--- config.mk ---
export PLATFORM = sky130hd
export DESIGN_NAME = pattern_detector_mealy
export DESIGN_NICKNAME = d
export VERILOG_FILES = /design/src/rtl/pattern_det_pkg.sv /design/src/rtl/sat_counter.sv /design/src/rtl/pattern_detector_mealy.sv
export SDC_FILE = /design/constraint.sdc
export NUM_CORES = 1
export LEC_CHECK = 0
export BUFFER_PORTS_ARGS = -buffer_cell sky130_fd_sc_hd__buf_2
export CAP_MARGIN = 20
export CELL_PAD_IN_SITES_DETAIL_PLACEMENT = 1
export CELL_PAD_IN_SITES_GLOBAL_PLACEMENT = 1
export CORE_ASPECT_RATIO = 1.5
export CORE_MARGIN = 2
export CORE_UTILIZATION = 45
export CTS_BUF_LIST = sky130_fd_sc_hd__clkbuf_8
export DETAILED_ROUTE_END_ITERATION = 8
export HOLD_SLACK_MARGIN = 0.02
export PLACE_DENSITY_LB_ADDON = 0.1
export SYNTH_ARGS = -nofsm -noshare
export SYNTH_HDL_FRONTEND = slang
export SYNTH_HIERARCHICAL = 1
export SYNTH_SLANG_ARGS = --single-unit
--- constraint.sdc ---
create_clock -name clk -period 4 [get_ports clk]
set_input_delay 0.8 -clock clk [delete_from_list [all_inputs] [get_ports clk]]
set_output_delay 0.8 -clock clk [all_outputs]
set_load 0.05 [all_outputs]
--- src/rtl/pattern_det_pkg.sv ---
// pattern_det_pkg: shared mode constants and masked compare helper for the pattern detector
package pattern_det_pkg;
  localparam logic MODE_OVERLAP     = 1'b1;
  localparam logic MODE_NON_OVERLAP = 1'b0;
  function automatic logic masked_eq(input logic [31:0] w, input logic [31:0] p, input logic [31:0] m);
    return ((w ^ p) & m) == '0;
  endfunction
endpackage

--- src/rtl/sat_counter.sv ---
// sat_counter: saturating up-counter with synchronous clear taking priority over increment
module sat_counter #(
  parameter int W = 16
) (
  input  logic         clk,
  input  logic         reset,
  input  logic         inc,
  input  logic         clr,
  output logic [W-1:0] q
);
  // count up to all-ones and hold there; clear wins over a same-cycle increment
  always_ff @(posedge clk or posedge reset)
    if (reset) q <= '0;
    else if (clr) q <= '0;
    else if (inc && q != '1) q <= q + 1'b1;
endmodule

--- src/rtl/pattern_detector_mealy.sv ---
// pattern_detector_mealy: serial masked pattern detector with same-cycle Mealy match flag
module pattern_detector_mealy
  import pattern_det_pkg::*;
#(
  parameter int                   PATTERN_W     = 2,
  parameter logic [PATTERN_W-1:0] RESET_PATTERN = 'b01,
  parameter logic [PATTERN_W-1:0] RESET_MASK    = '1,
  parameter logic                 RESET_OVERLAP = 1'b1,
  parameter int                   CNT_W         = 16
) (
  input  logic                 clk,
  input  logic                 reset,
  input  logic                 cfg_load,
  input  logic [PATTERN_W-1:0] cfg_pattern,
  input  logic [PATTERN_W-1:0] cfg_mask,
  input  logic                 cfg_overlap,
  input  logic                 in_valid,
  input  logic                 a,
  output logic                 y,
  output logic                 armed,
  output logic [CNT_W-1:0]     match_cnt,
  input  logic                 cnt_clr
);
  localparam int             FW   = $clog2(PATTERN_W);
  localparam logic [FW-1:0]  FULL = FW'(PATTERN_W - 1);
  logic [PATTERN_W-1:0] pat_r, mask_r, win;
  logic [PATTERN_W-2:0] hist;
  logic [FW-1:0]        fill;
  logic                 ovl_r, full, match, restart;
  assign win     = {hist, a};
  assign full    = fill == FULL;
  assign match   = in_valid & ~cfg_load & full & masked_eq(32'(win), 32'(pat_r), 32'(mask_r));
  assign restart = match & (ovl_r == MODE_NON_OVERLAP);
  assign y       = match;
  assign armed   = full;
  // configuration load restarts detection; valid bits shift into history unless a non-overlapping match consumes them
  always_ff @(posedge clk or posedge reset)
    if (reset) begin
      pat_r  <= RESET_PATTERN;
      mask_r <= RESET_MASK;
      ovl_r  <= RESET_OVERLAP;
      hist   <= '0;
      fill   <= '0;
    end else if (cfg_load) begin
      pat_r  <= cfg_pattern;
      mask_r <= cfg_mask;
      ovl_r  <= cfg_overlap;
      hist   <= '0;
      fill   <= '0;
    end else if (in_valid) begin
      hist <= restart ? '0 : win[PATTERN_W-2:0];
      fill <= restart ? '0 : full ? FULL : fill + 1'b1;
    end
  sat_counter #(.W(CNT_W)) u_cnt (
    .clk  (clk),
    .reset(reset),
    .inc  (match),
    .clr  (cnt_clr),
    .q    (match_cnt)
  );
endmodule

After elaboration in Yosys (flattened, before gate mapping)

Cells that the tools add are included.

Add/subtract/negate cells: 2
Multiply operators: 0
Divide/modulo/power cells: 0
Order comparisons: 0
Eq/ne operators: 1
Shift operators: 0
Mux-type cells: 9
Bitwise gates (word level): 8
Reductions and logical operators: 4

Operators by type and width:

| kind                                           | count |
|---|---|
| logical NOT 32 bit                             | 1 |
| 2-to-1 mux 16 bit                              | 2 |
| adder 16 x 1 -> 16 bit (second input constant) | 1 |
| != test 16 bit (second input constant)         | 1 |
| 2-to-1 mux 1 bit                               | 7 |
| AND 1 bit                                      | 4 |
| nonzero test 2 bit                             | 2 |
| AND 2 bit                                      | 1 |
| inverter 1 bit                                 | 2 |
| bitwise XOR 2 bit                              | 1 |
| adder 1 bit (second input constant)            | 1 |
| logical AND 1 bit                              | 1 |

Bits in registers: 23
Latch bits: 0
RAM bits: 0
ROM bits: 0
Output and inout port bits: 18
Logic and storage cells: 30
Memories: 0

Logic depth before layout (Yosys ltp)

Depth in word-level cells: 8
Mapped depth: 8
Depth with buffers taken out: 6

Modules after synthesis

The synthesis kept the hierarchy.

Modules (own cells, without submodules):

| module                 | instances | cells each | area each (µm²) |
|---|---|---|---|
| sat_counter            | 1         | 101        | 932.1 |
| pattern_detector_mealy | 1         | 26         | 340.3 |

Worst setup path after synthesis

OpenSTA, ideal clock, no wires.

Kind: input to register
Start point: input cfg_load
End point: register u_cnt.q[13]
Setup time: 0.078 ns
Arrival: 3.339 ns
Required time: 3.922 ns
Path slack: 0.583 ns
Stages on the path: 8
Buffers on the path: 2
Cells stage by stage: buf_6 nand3b_4 a221oi_2 clkbuf_2 nand3_1 or4_4 or4_1 a21oi_1

Longest elaborated chain between the ends: 6

Ends and longest elaborated chain:

| element                      | RTL line                     | text |
|---|---|---|
| start: declaration           | pattern_detector_mealy.sv:13 | `input logic cfg_load,` |
| inverter 1 bit               | pattern_detector_mealy.sv:32 | `assign match = in_valid & ~cfg_load & full & masked_eq(32'(win), 32'(pat_r), 32'(mask_r));` |
| AND 1 bit (3 in a row)       | pattern_detector_mealy.sv:32 |  |
| via y                        | pattern_detector_mealy.sv:19 | `output logic y,` |
| logical AND 1 bit            | sat_counter.sv:15            | `else if (inc && q != '1) q <= q + 1'b1;` |
| nonzero test 2 bit (no line) | n/a                          |  |
| end signal: assignment       | sat_counter.sv:15            |  |
| end: declaration             | sat_counter.sv:9             | `output logic [W-1:0] q` |

The timed path passes the listed nets, and every way through them passes these cells.
A chain may end at the register's enable or synchronous reset.

Worst setup path after layout

Start point: input cfg_load
End point: register u_cnt.q[13]

Longest elaborated chain between the ends: 6

Ends and longest elaborated chain:

| element                      | RTL line |
|---|---|
| inverter 1 bit               | pattern_detector_mealy.sv:32 |
| AND 1 bit (3 in a row)       | pattern_detector_mealy.sv:32 |
| logical AND 1 bit            | sat_counter.sv:15 |
| nonzero test 2 bit (no line) | n/a |

Every way passes these cells.

==> results.json <==
{
  "ys_seq_area_share_pct": 45.6,
  "synth_edf_count": 0,
  "nFillCells": 315,
  "antenna_found_initial": 0,
  "grt_usage_pct": 22.6,
  "postSynthCellCount": 127,
  "cts.clk_slew.worst_paths_ps": 80,
  "drc": 0,
  "n_antenna_cell": 0,
  "layout_commonest_cell": "buf_2",
  "std_cell_rows": 23,
  "busiest_layer": "met2",
  "cp_slowest_cell": "or4_4",
  "status": "finished, final reports clean",
  "vias": 1141,
  "rsz0062_at_grt": "false",
  "core_um2": 2680,
  "path_buf_inv": 2,
  "tightest_slew_ps": 744,
  "ys_types": 36,
  "yosysWarningCount": 6,
  "cts_resized": 0,
  "critPathKind": "input pin to flip-flop",
  "die_area_um2": 3280,
  "drive_gt1_share_pct": 31.6,
  "cts_num_sinks": 23,
  "root_buffer": "clkbuf_8",
  "relSlewSlack_pct": 50.0,
  "viasPerCell": 5.94,
  "cp_top_family": "simple AND/OR/NAND/NOR gates",
  "final_cell_mix": "buf_2 (28), dfrtp_1 (19), a21oi_1 (14)",
  "gr-total-overflow": 0,
  "grt_use_met3_pct": 3.14,
  "htree_levels": 1,
  "hold_class": "input pin to asynchronous set/reset pin",
  "start_util_pct": 47.5,
  "area_growth_pct": 15.9,
  "antenna_left": 0,
  "cp_max_fo": 11,
  "finalClockSkew_ps": 4.23,
  "numCtsBuffers": 3,
  "min_period_over_period_pct": 65.7,
  "drv_cap": 0,
  "hold_viol_final": 0,
  "async_flop_share_pct": 100,
  "die_y_um": 69.1,
  "cts_setup_buffers": 0,
  "io_buffers": 28,
  "arrival_ps": 2810,
  "hold_slack_ps": 467,
  "grt_max_degree": 20,
  "cts_tree": "built",
  "cts_buffer_depth": 2,
  "routed_wl_mm": 3.18,
  "clkLatencyLatePin_ps": 260,
  "setup_viol": 0,
  "tns_ps": 0,
  "gp_congestion": 0.799,
  "peakVddDrop_v": 0.000151,
  "fmax_mhz": 380,
  "p_leak_nw": 0.651,
  "path_cells": "buf_2 > nand3b_4 > a221oi_2 > buf_4 > nand3_1 > or4_4 > or4_1 > a21oi_1",
  "required_ps": 4180,
  "endpoint_kind": "flip-flop",
  "drv_slew": 0,
  "grt_pass1_wl_mm": 5.53,
  "synth_seq_cells": 23,
  "crit_path_start_kind": "input pin",
  "power.density_nw_per_um2": 289,
  "hpwl_mm": 2.41,
  "netlist_area_um2": 1270,
  "synth_ff_type": "dfrtp_1",
  "grt_util_met1_pct": 25.3,
  "grt_pass1_vias": 1235,
  "dr.pass1.iters": 4,
  "syn-num-nets": 139,
  "dr.first_iter.drc_count": 44,
  "max_stage_delay_ps": 510,
  "holdBufCountCts": 0,
  "syn_area_per_cell_um2": 10.0,
  "avgRoutedWirePerCell_um": 16.5,
  "grtUsageMet2_pct": 39.9,
  "fin_nets": 168,
  "num_io_pins": 29,
  "min_period_ps": 2630,
  "die_w_um": 47.4
}
[layer usage]
layer	routed length (um)	share of wire, %	vias up
li1	-	-	543
met1	1180	37	570
met2	1860	59	24
met3	100	3.1	4
met4	32	1.0	0
met5	0	0	-
[report_power, final]
| group | switching [mW] | internal, mW | total [mW] |
|---|---|---|---|
| Clock | 0.0717 | 0.0684 | 0.140 |
| Sequential | 0.00558 | 0.242 | 0.248 |
| Combinational | 0.0243 | 0.0144 | 0.0387 |
| Total | 0.102 | 0.325 | 0.427 |
[final timing paths]
kind                                      startpoint                 endpoint  slack [ps]  cells after the start
worst min-delay path                           reset     pat_r[1]$_DFFE_PP0P_         470                      2
min in group clk                   ovl_r$_DFFE_PP1P_        ovl_r$_DFFE_PP1P_         540                      2
worst min register to register     ovl_r$_DFFE_PP1P_        ovl_r$_DFFE_PP1P_         540                      2
worst max register to register  pat_r[0]$_DFFE_PP1P_  u_cnt/q[13]$_DFFE_PP0P_        1590                      7
worst max-delay path                        cfg_load  u_cnt/q[13]$_DFFE_PP0P_        1370                      8
max in group asynchronous                      reset  u_cnt/q[15]$_DFFE_PP0P_        2970                      2
[area by class of cell]
cell class | instances | area [um2] | share of cell area [%]
timing repair buffer | 29 | 148 | 10.0
tap | 37 | 46.3 | 3.14
clock buffer | 3 | 41.3 | 2.80
sequential | 23 | 581 | 39.4
inverter | 5 | 18.8 | 1.27
multi-input combinational | 94 | 637 | 43.2
clock inverter | 1 | 3.75 | 0.254
[cells in the mapped netlist (all sizes together), types with 5 or more instances]
library cell / n / area [um2]
nor2: 5 / 18.8
dfrtp: 19 / 475
or4: 8 / 65.1
o31ai: 5 / 37.5
mux2: 6 / 67.6
nand3: 7 / 35.0
o21ai: 6 / 30.0
nand4: 5 / 46.3
or3: 7 / 45.1
a21oi: 14 / 70.1
nand2: 7 / 26.3
inv: 5 / 18.8
[metrics by stage]
step	setup WS [ps]	cells	util [%]	total power [mW]	instance area [um2]
2_1_floorplan	583	127	-	0.279	1270
3_3_place_gp	1230	188	53.4	0.289	1430
3_5_place_dp	1140	188	53.4	0.292	1430
4_1_cts	1400	192	55.1	0.435	1480
5_1_grt	1240	192	55.1	0.452	1480
6_report	1370	192	55.1	0.427	1480
[worst reg2reg max path: cells and delay by family (launching register included)]
kind	cells	cell delay, ps
and+or+nand+nor	3	1140
buffers and inverters	1	210
xor gates and xnor gates	1	80
DFF	1	540
AOI/OAI and AO/OA	2	380
[flip-flops by register name (all words and copies together) (netlist names)]
register / cells
u_cnt/q: 16
pat_r: 2
ovl_r: 1
hist: 1
mask_r: 2
armed: 1
[cell families after synthesis]
kind of cell,after synthesis,synth area share [%]
adder cells (fa/ha/maj),1,0.983
AND/OR/NAND/NOR,54,27.1
AO/OA/AOI/OAI,30,14.5
multiplexers,7,6.10
XOR/XNOR,2,1.38
buffers and inverters,10,4.33
flip-flops,23,45.6
No activity file was read; power rests on OpenSTA's default activity.
